--- src/rtl/tamagotchi_disp_pkg.sv ---
// Shared definitions for the Tamagotchi status display: blank code, digit count,
// stat slot indices, scan state encoding and a stat-slot extraction helper.
package tamagotchi_disp_pkg;

    localparam logic [3:0] BLANK_CODE = 4'hF;
    localparam int         NUM_DIGITS = 6;

    localparam logic [2:0] FOOD   = 3'd0;
    localparam logic [2:0] SLEEP  = 3'd1;
    localparam logic [2:0] FUN    = 3'd2;
    localparam logic [2:0] HAPPY  = 3'd3;
    localparam logic [2:0] HEALTH = 3'd4;
    localparam logic [2:0] AUX    = 3'd5;

    typedef enum logic {
        DEAD  = 1'b0,
        DRIVE = 1'b1
    } scan_state_e;

    function automatic logic [2:0] stat_at(input logic [17:0] bus, input logic [2:0] slot);
        case (slot)
            FOOD:    return bus[2:0];
            SLEEP:   return bus[5:3];
            FUN:     return bus[8:6];
            HAPPY:   return bus[11:9];
            HEALTH:  return bus[14:12];
            AUX:     return bus[17:15];
            default: return 3'd0;
        endcase
    endfunction

endpackage

--- src/rtl/disp_timebase.sv ---
// Digit scan timebase: DRIVE/DEAD state, per-state cycle counter and digit index.
// Exposes next-state values so the top can register its outputs on the same edge.
// Optional DISPLAY_SCAN_DIM_EN adds the sub_ph output used for PWM dimming.
module disp_timebase
    import tamagotchi_disp_pkg::*;
#(
    parameter int DRIVE_CYC = 50000,
    parameter int DEAD_CYC  = 500,
    parameter int CW        = 17
) (
    input  logic        clk,
    input  logic        rst,
`ifdef DISPLAY_SCAN_DIM_EN
    output logic [2:0]  sub_ph,
`endif
    output scan_state_e state_nxt,
    output logic [2:0]  idx_nxt,
    output logic        frame_latch,
    output logic        frame_start
);

    scan_state_e   state;
    logic [2:0]    idx;
    logic [CW-1:0] cyc;
    logic [CW-1:0] cyc_nxt;

    always_comb begin
        state_nxt   = state;
        idx_nxt     = idx;
        cyc_nxt     = cyc + 1'b1;
        frame_latch = 1'b0;
        case (state)
            DEAD: begin
                if (cyc == CW'(DEAD_CYC - 1)) begin
                    state_nxt   = DRIVE;
                    cyc_nxt     = '0;
                    frame_latch = (idx == 3'd0);
                end
            end
            DRIVE: begin
                if (cyc == CW'(DRIVE_CYC - 1)) begin
                    state_nxt = DEAD;
                    cyc_nxt   = '0;
                    idx_nxt   = (idx == 3'(NUM_DIGITS - 1)) ? 3'd0 : idx + 3'd1;
                end
            end
            default: begin
                state_nxt = DEAD;
                cyc_nxt   = '0;
            end
        endcase
    end

`ifdef DISPLAY_SCAN_DIM_EN
    assign sub_ph = cyc_nxt[7:5];
`endif

    always_ff @(posedge clk) begin
        if (!rst) begin
            state       <= DEAD;
            idx         <= 3'd0;
            cyc         <= '0;
            frame_start <= 1'b0;
        end else begin
            state       <= state_nxt;
            idx         <= idx_nxt;
            cyc         <= cyc_nxt;
            frame_start <= frame_latch;
        end
    end

endmodule

--- src/rtl/display_scan_ctrl.sv ---
// Six-digit multiplexed status display scheduler: per-frame stat snapshot, low-stat
// alert blinking and focus-page arbitration. Optional DISPLAY_SCAN_DIM_EN adds bright[2:0].
module display_scan_ctrl
    import tamagotchi_disp_pkg::*;
#(
    parameter int DRIVE_CYC    = 50000,
    parameter int DEAD_CYC     = 500,
    parameter int BLINK_FRAMES = 64,
    parameter int ALERT_LVL    = 1
) (
    input  logic        clk,
    input  logic        rst,
    input  logic [17:0] stat_bus,
    input  logic        btn_pulse,
`ifdef DISPLAY_SCAN_DIM_EN
    input  logic [2:0]  bright,
`endif
    output logic [3:0]  digit_val,
    output logic [2:0]  an,
    output logic [2:0]  an1,
    output logic        frame_start,
    output logic        alert,
    output logic [2:0]  page
);

    localparam int MAXC = (DRIVE_CYC > DEAD_CYC) ? DRIVE_CYC : DEAD_CYC;
    // At least 8 bits so cyc[7:5] exists for the dimming comparison.
    localparam int CW   = ($clog2(MAXC) + 1 > 8) ? $clog2(MAXC) + 1 : 8;
    localparam int FW   = $clog2(BLINK_FRAMES) + 1;

    scan_state_e state_nxt;
    logic [2:0]  idx_nxt;
    logic        frame_latch;
`ifdef DISPLAY_SCAN_DIM_EN
    logic [2:0]  sub_ph;
`endif

    disp_timebase #(
        .DRIVE_CYC (DRIVE_CYC),
        .DEAD_CYC  (DEAD_CYC),
        .CW        (CW)
    ) u_timebase (
        .clk         (clk),
        .rst         (rst),
`ifdef DISPLAY_SCAN_DIM_EN
        .sub_ph      (sub_ph),
`endif
        .state_nxt   (state_nxt),
        .idx_nxt     (idx_nxt),
        .frame_latch (frame_latch),
        .frame_start (frame_start)
    );

    logic [17:0]   snap, snap_nxt;
    logic [5:0]    flags, flags_nxt;
    logic          blink_ph, blink_ph_nxt;
    logic [FW-1:0] frame_cnt, frame_cnt_nxt;
    logic          seen, seen_nxt;
    logic [2:0]    pend, pend_nxt;
    logic [2:0]    page_nxt;
    logic [2:0]    sel;
    logic          drive_on;
    logic [3:0]    digit_d;
    logic [2:0]    an_d, an1_d;

    always_comb begin
        snap_nxt      = snap;
        flags_nxt     = flags;
        blink_ph_nxt  = blink_ph;
        frame_cnt_nxt = frame_cnt;
        seen_nxt      = seen;
        page_nxt      = page;
        pend_nxt      = pend;
        if (btn_pulse)
            pend_nxt = (pend == 3'd6) ? 3'd0 : pend + 3'd1;

        // Pending page is sampled before this cycle's button press is counted.
        if (frame_latch) begin
            snap_nxt = stat_bus;
            page_nxt = pend;
            for (int i = 0; i < NUM_DIGITS; i++)
                flags_nxt[i] = (32'(stat_at(stat_bus, 3'(i))) <= 32'(ALERT_LVL));
            frame_cnt_nxt = (frame_cnt == FW'(BLINK_FRAMES - 1)) ? '0 : frame_cnt + 1'b1;
            seen_nxt      = 1'b1;
            if (seen && frame_cnt == '0)
                blink_ph_nxt = ~blink_ph;
        end

        sel      = (page_nxt == 3'd0) ? idx_nxt : page_nxt - 3'd1;
        drive_on = 1'b1;
`ifdef DISPLAY_SCAN_DIM_EN
        drive_on = (sub_ph < bright);
`endif
        digit_d = BLANK_CODE;
        an_d    = 3'b111;
        an1_d   = 3'b111;
        if (state_nxt == DRIVE) begin
            digit_d = (blink_ph_nxt && flags_nxt[sel]) ? BLANK_CODE : {1'b0, stat_at(snap_nxt, sel)};
            if (drive_on) begin
                if (idx_nxt < 3'd3)
                    an_d[idx_nxt[1:0]] = 1'b0;
                else
                    an1_d[2'(idx_nxt - 3'd3)] = 1'b0;
            end
        end
    end

    always_ff @(posedge clk) begin
        if (!rst) begin
            snap      <= '0;
            flags     <= '0;
            blink_ph  <= 1'b0;
            frame_cnt <= '0;
            seen      <= 1'b0;
            pend      <= 3'd0;
            page      <= 3'd0;
            digit_val <= BLANK_CODE;
            an        <= 3'b111;
            an1       <= 3'b111;
            alert     <= 1'b0;
        end else begin
            snap      <= snap_nxt;
            flags     <= flags_nxt;
            blink_ph  <= blink_ph_nxt;
            frame_cnt <= frame_cnt_nxt;
            seen      <= seen_nxt;
            pend      <= pend_nxt;
            page      <= page_nxt;
            digit_val <= digit_d;
            an        <= an_d;
            an1       <= an1_d;
            alert     <= |flags_nxt;
        end
    end

endmodule

--- config.mk ---
export PLATFORM = sky130hd
export DESIGN_NAME = display_scan_ctrl
export DESIGN_NICKNAME = d
export VERILOG_FILES = /design/src/rtl/tamagotchi_disp_pkg.sv /design/src/rtl/disp_timebase.sv /design/src/rtl/display_scan_ctrl.sv
export SDC_FILE = /design/constraint.sdc
export NUM_CORES = 1
export LEC_CHECK = 0
export BUFFER_PORTS_ARGS = -buffer_cell sky130_fd_sc_hd__buf_2
export CORE_UTILIZATION = 55
export CTS_CLUSTER_DIAMETER = 80
export DETAILED_ROUTE_END_ITERATION = 12
export GPL_ROUTABILITY_DRIVEN = 0
export GPL_TIMING_DRIVEN = 0
export HOLD_SLACK_MARGIN = 0.12
export PLACE_DENSITY = 0.79
export SKIP_CTS_REPAIR_TIMING = 1
export SYNTH_ARGS = -nofsm -noshare
export SYNTH_HDL_FRONTEND = slang
export SYNTH_HIERARCHICAL = 1
export SYNTH_SLANG_ARGS = --single-unit
--- constraint.sdc ---
create_clock -name clk -period 7.6 [get_ports clk]
set_clock_uncertainty 0.2 [all_clocks]
set_input_delay 2.28 -clock clk [delete_from_list [all_inputs] [get_ports clk]]
set_output_delay 2.28 -clock clk [all_outputs]
set_load 0.005 [all_outputs]
======== After elaboration in Yosys (flattened, before gate mapping) ========
Cells that the tools add are included.
operators by class
  add/subtract/negate cells ............... 6
  order comparisons ....................... 12
  equal/unequal tests ..................... 10
  muxes and demuxes ....................... 33
  bitwise gates (word level) .............. 6
  reduce and logical (&&, ||, !) cells .... 13
operators by type and width
  operator                 count
  $mux W3                  12
  $mux W17                 2
  $pmux W17 S2             1
  $le A3 B1 Y1 const B     6
  $mux W18                 1
  $pmux W3 S6              1
  $add A17 B1 Y17 const B  1
  $eq A17 B16 Y1 const B   1
  $eq A17 B9 Y1 const B    1
  $eq A3 B3 Y1 const B     4
  $logic_not A3 Y1         3
  $mux W1                  9
  $add A7 B1 Y7 const B    1
  $eq A7 B6 Y1 const B     1
  $logic_not A7 Y1         1
  $mux W7                  1
  $add A3 B1 Y3 const B    2
  $eq A3 B2 Y1 const B     2
  $lt A2 B3 Y1 const B     2
  $mux W6                  1
  $not A3 Y3               2
  $reduce_or A3 Y1         2
  $reduce_or A6 Y1         1
  $demux W1 S2             2
  other kinds (13)         20
word-level totals
  register bits ........................... 72
  input port bits ......................... 21
  output and inout bits ................... 15
  word-level logic and storage cells ...... 96

======== Longest topological paths before layout ========
  depth in word-level cells ............... 10
  mapped depth ............................ 17

======== Cells and area by module ========
The synthesis kept the hierarchy.
modules (own cells, without submodules)
  module             instances  cells each  area an instance (um^2)
  display_scan_ctrl  1          237         2,342.2
  disp_timebase      1          118         1,098.6

======== Worst setup path after synthesis ========
Ideal clock, no wire load.
  path type ............................... register to register
  from .................................... register u_timebase.cyc[12]
  to ...................................... register digit_val[0]
  setup time .............................. 0.062 ns
  data arrival time ....................... 3.985 ns
  slack ................................... 3.354 ns
  cell stages (with the launch flop) ...... 17
  buffers on the path ..................... 4
  period minus slack after synthesis ...... 4.246 ns
  cells stage by stage .................... dfxtp_1 > or4_4 > nor2_1 > and4_1 > buf_2 > and3_1 > buf_6 > buf_2 > mux2i_1 > ha_1 > buf_4 > nor2b_1 > o32ai_1 > nand2b_2 > mux4_2 > a221o_1 > nand3_1
between the ends
  longest elaborated chain between the ends .. 10
  elaborated cells between the ends (all ways) .. 28
  classes of those cells .................. add/sub (1); eq/ne (7); mux (15); bitwise (1); reduce/logical (4)
ends and longest elaborated chain
  what                                                      line                      text
  from (decl)                                               disp_timebase.sv:24       logic [CW-1:0] cyc;
  from (signal assigned)                                    disp_timebase.sv:67       cyc <= cyc_nxt;
  $eq A17 B9 Y1 (*)                                         disp_timebase.sv:34       if (cyc == CW'(DEAD_CYC - 1)) begin
  $mux W1 (*)                                               disp_timebase.sv:34
  $mux W1 (*)                                               disp_timebase.sv:32       case (state)
  via frame_latch                                           display_scan_ctrl.sv:33   logic frame_latch;
  $mux W3                                                   display_scan_ctrl.sv:78   if (frame_latch) begin
  $sub A3 B1 Y3 / $logic_not A3 Y1 (equally long branches)  display_scan_ctrl.sv:89   sel = (page_nxt == 3'd0) ? idx_nxt : page_nxt - 3'd1;
  $mux W3                                                   display_scan_ctrl.sv:89
  $bmux W1 S3                                               display_scan_ctrl.sv:98   digit_d = (blink_ph_nxt && flags_nxt[sel]) ? BLANK_CODE : {1'b0, stat_at(snap_nxt, sel)};
  $mux W1 (implied by the code)                             display_scan_ctrl.sv:98
  $logic_and A1 B1 Y1                                       display_scan_ctrl.sv:98
  $reduce_or A3 Y1 (no source line)                         --
  to (signal assigned)                                      display_scan_ctrl.sv:129  digit_val <= digit_d;
  to (decl)                                                 display_scan_ctrl.sv:18   output logic [3:0] digit_val,
The timed path passes the listed nets; every way through them passes the cells marked *. The select of a mux whose other input is x is not followed.
A chain may end at the register's enable or synchronous reset.

======== Worst setup path in the final report ========
Ends and elaborated chain as after synthesis.

==> metrics.md <==
| Metric | Value |
|---|---|
| Status | completed |
| Synth Warn # | 6 |
| DR iter-0 viols | 128 |
| Req. time, crit path | 7.68 ns |
| Core Area | 5990 um^2 |
| Worst Setup Start Kind | flip-flop |
| Drt wl/cell | 15.5 um |
| Worst reg2reg endpoint | digit_val[0] |
| Endpoint type of the worst setup path | flip-flop |
| Crit path from | u_timebase/cyc[12] |
| Hold Crit Depth | 1 |
| RSZ-0062 raised after global routing | no |
| Root buffer cell | clkbuf_8 |
| Max cap viols | 0 |
| DRT Pass-1 Iters | 4 |
| Number of global-route vias before repair | 2594 |
| Fmax | 204 MHz |
| Setup tns final | 0 ns |
| # setup viols final | 0 |
| H-tree depth | 3 |
| Hold_ws | 0.263 ns |
| Remaining antenna violation count | 0 |
| Netlist Area Pre-Place | 3440 um^2 |
| CTS tree | yes |
| Number of enable flip-flop cells after synthesis | 0 |
| Die Footprint | 6580 um^2 |
| Crit Path Class | reg2reg |
| Power per standard cell area | 171 nW/um^2 |
| Syn_area_per_cell | 9.69 um^2 |
| Design area | 3870 um^2 |
| Reg2Reg Setup Slack | 2.69 ns |
| DP Area | 3710 um^2 |
| # port buffers | 35 |
| Min-Delay Path Class | reg2reg |
| Top FF cell, synth | dfxtp_1 |
| CTS clk-pin slew, worst paths | 0.07 ns |
| Placed cells | 465 |
| CTS Sinks | 72 |
| Worst Setup EP | digit_val[0] |
| Worst vdd ir | 99.0 uV |
| Commonest non-fill, non-tap cells in the layout | dfxtp_1, buf_2, nor2b_1, mux2i_1, nand2_1 |
| Die X | 81.1 um |
| First-pass GRT wire length | 12.2 mm |
| ANT cells | 0 |
| Non-filler instance count after layout | 481 |
| Nets | 427 |
| Fin crit period | 4.91 ns |
| Pre-CTS setup slack | 2.72 ns |
| Yosys reg bits | 72 |
| Largest net degree at the start of global routing | 13 |
| Antenna violations before repair | 0 |
| Worst slew pin tran | 0.657 ns |
| Final hold vios | 0 |
| Total GRT Usage | 0.248 |
| Vias | 2800 |
| Num ports | 36 |
| Cts bufs inserted | 9 |
| Initial core utilization | 0.574 |
| WP data arrival | 4.99 ns |
| Most common cell after layout, fill and taps aside | dfxtp_1 |
| Area grow syn2layout | 12.6% |
| Layout cell share with drive strength beyond 1 | 0.197 |
| Clk Latency, worst-skew pair | 0.35 ns |
| Hold Crit Start | seen |
| WL final | 7.44 mm |
| Num rows | 28 |
| R2R depth | 16 |
| Leak | 1.39 nW |
| DRC viols | 0 |
| Overflow after GRT | 0 |
| Estimated wirelength of the detail-placed design | 5.44 mm |
| Height of the die | 81.1 um |
| Post-DR vias/cell | 5.82 |
| Fraction of registers with async set or reset after synthesis | 0 |
| Worst slew margin | 0.562 |
| Syn Inst Count | 355 |
| Register area share after synthesis | 0.419 |
| CTS max path bufs | 2 |
| Cell variety after synth | 54 |
| Syn_nets | 381 |
| Final worst slack | 2.69 ns |
| Final period utilization | 0.647 |
| Critical path peak fanout | 10 |
| R2r startpoint | u_timebase/cyc[12] |
| Slew Viols, Final | 0 |
-- synthesized netlist by cell type, drive strengths merged (3+ instances only) --
cell    number  area, um^2
a211oi       4        30.0
a21boi       3        22.5
a21oi       19        95.1
and2         7        43.8
and3         3        18.8
and4         6        53.8
buf         10        70.1
clkbuf       7        27.5
dfxtp       72        1440
ha           5        62.6
inv         10        37.5
mux2         3        33.8
mux2i       29         315
mux4         6         135
nand2       22        82.6
nand3       18        95.1
nand4       11        68.8
nor2        10        37.5
nor2b       32         200
nor3        18        90.1
nor3b        5        37.5
o21ai        8        51.3
o22ai        3        18.8
or3          3        18.8
xnor2        6        52.6
xor2        11        96.3
-- metrics by stage --
step	util	power (mW)
6_report	0.647	0.664
5_1_grt	0.647	0.688
4_1_cts	0.647	0.668
3_5_place_dp	0.619	0.414
2_1_floorplan	-	0.401
3_3_place_gp	0.619	0.413
-- where the power goes --
part / internal, mW / leakage (nW) / switching, mW
sequential: 0.379 / 0.581 / 0.00203
combinational: 0.0110 / 0.718 / 0.0129
clock: 0.125 / 0.0899 / 0.134
total: 0.516 / 1.39 / 0.149
-- per-layer routing --
metal | global-route usage | routed length [um]
met3 | 0.0652 | 416
met1 | 0.328 | 3520
met4 | 0.100 | 110
met2 | 0.382 | 3400
met5 | 0 | 0
-- how the worst min path moves through the flow --
| stage | endpoint | slack (ns) |
|---|---|---|
| final | seen | 0.26 |
| after floorplan | seen | 0.22 |
| after global placement | seen | 0.23 |
| after global routing | seen | 0.30 |
| after detailed placement | seen | 0.25 |
| after CTS | seen | 0.26 |
-- cell type report --
cell class	count	area [um^2]
plain buffers	17	97.6
clock buffers	12	145
clock inverters	4	20.0
fillers	476	2120
inverters	10	37.5
multi-input cells	256	1860
flip-flops and latches	72	1440
well taps	75	93.8
repair buffers	35	175
-- critical path: stages (launching register included) --
cell,delay [ns]
dfxtp_1,0.34
or4_4,0.55
nor2_1,0.28
and4_1,0.23
buf_2,0.22
and3_1,0.20
buf_6,0.14
buf_2,0.28
mux2i_1,0.17
ha_1,0.21
buf_4,0.16
nor2b_1,0.13
o32ai_1,0.36
nand2b_2,0.30
mux4_2,0.54
a221o_1,0.40
nand3_1,0.14
-- kinds of logic after synthesis --
| logic type | after synthesis | synth area share |
|---|---|---|
| fa+ha+maj | 5 | 0.0182 |
| mux | 38 | 0.141 |
| simple gates | 149 | 0.253 |
| flops | 72 | 0.419 |
| xor+xnor | 17 | 0.0433 |
| compound gates | 47 | 0.0869 |
| buf+inv | 27 | 0.0393 |
-- state kept, by name (all words and copies together) (netlist names), 4 cells and up --
name,cells
digit_val,4
flags,6
frame_cnt,7
u_timebase/cyc,17
snap,18
Note: power is estimated with default switching activity, not from simulation.
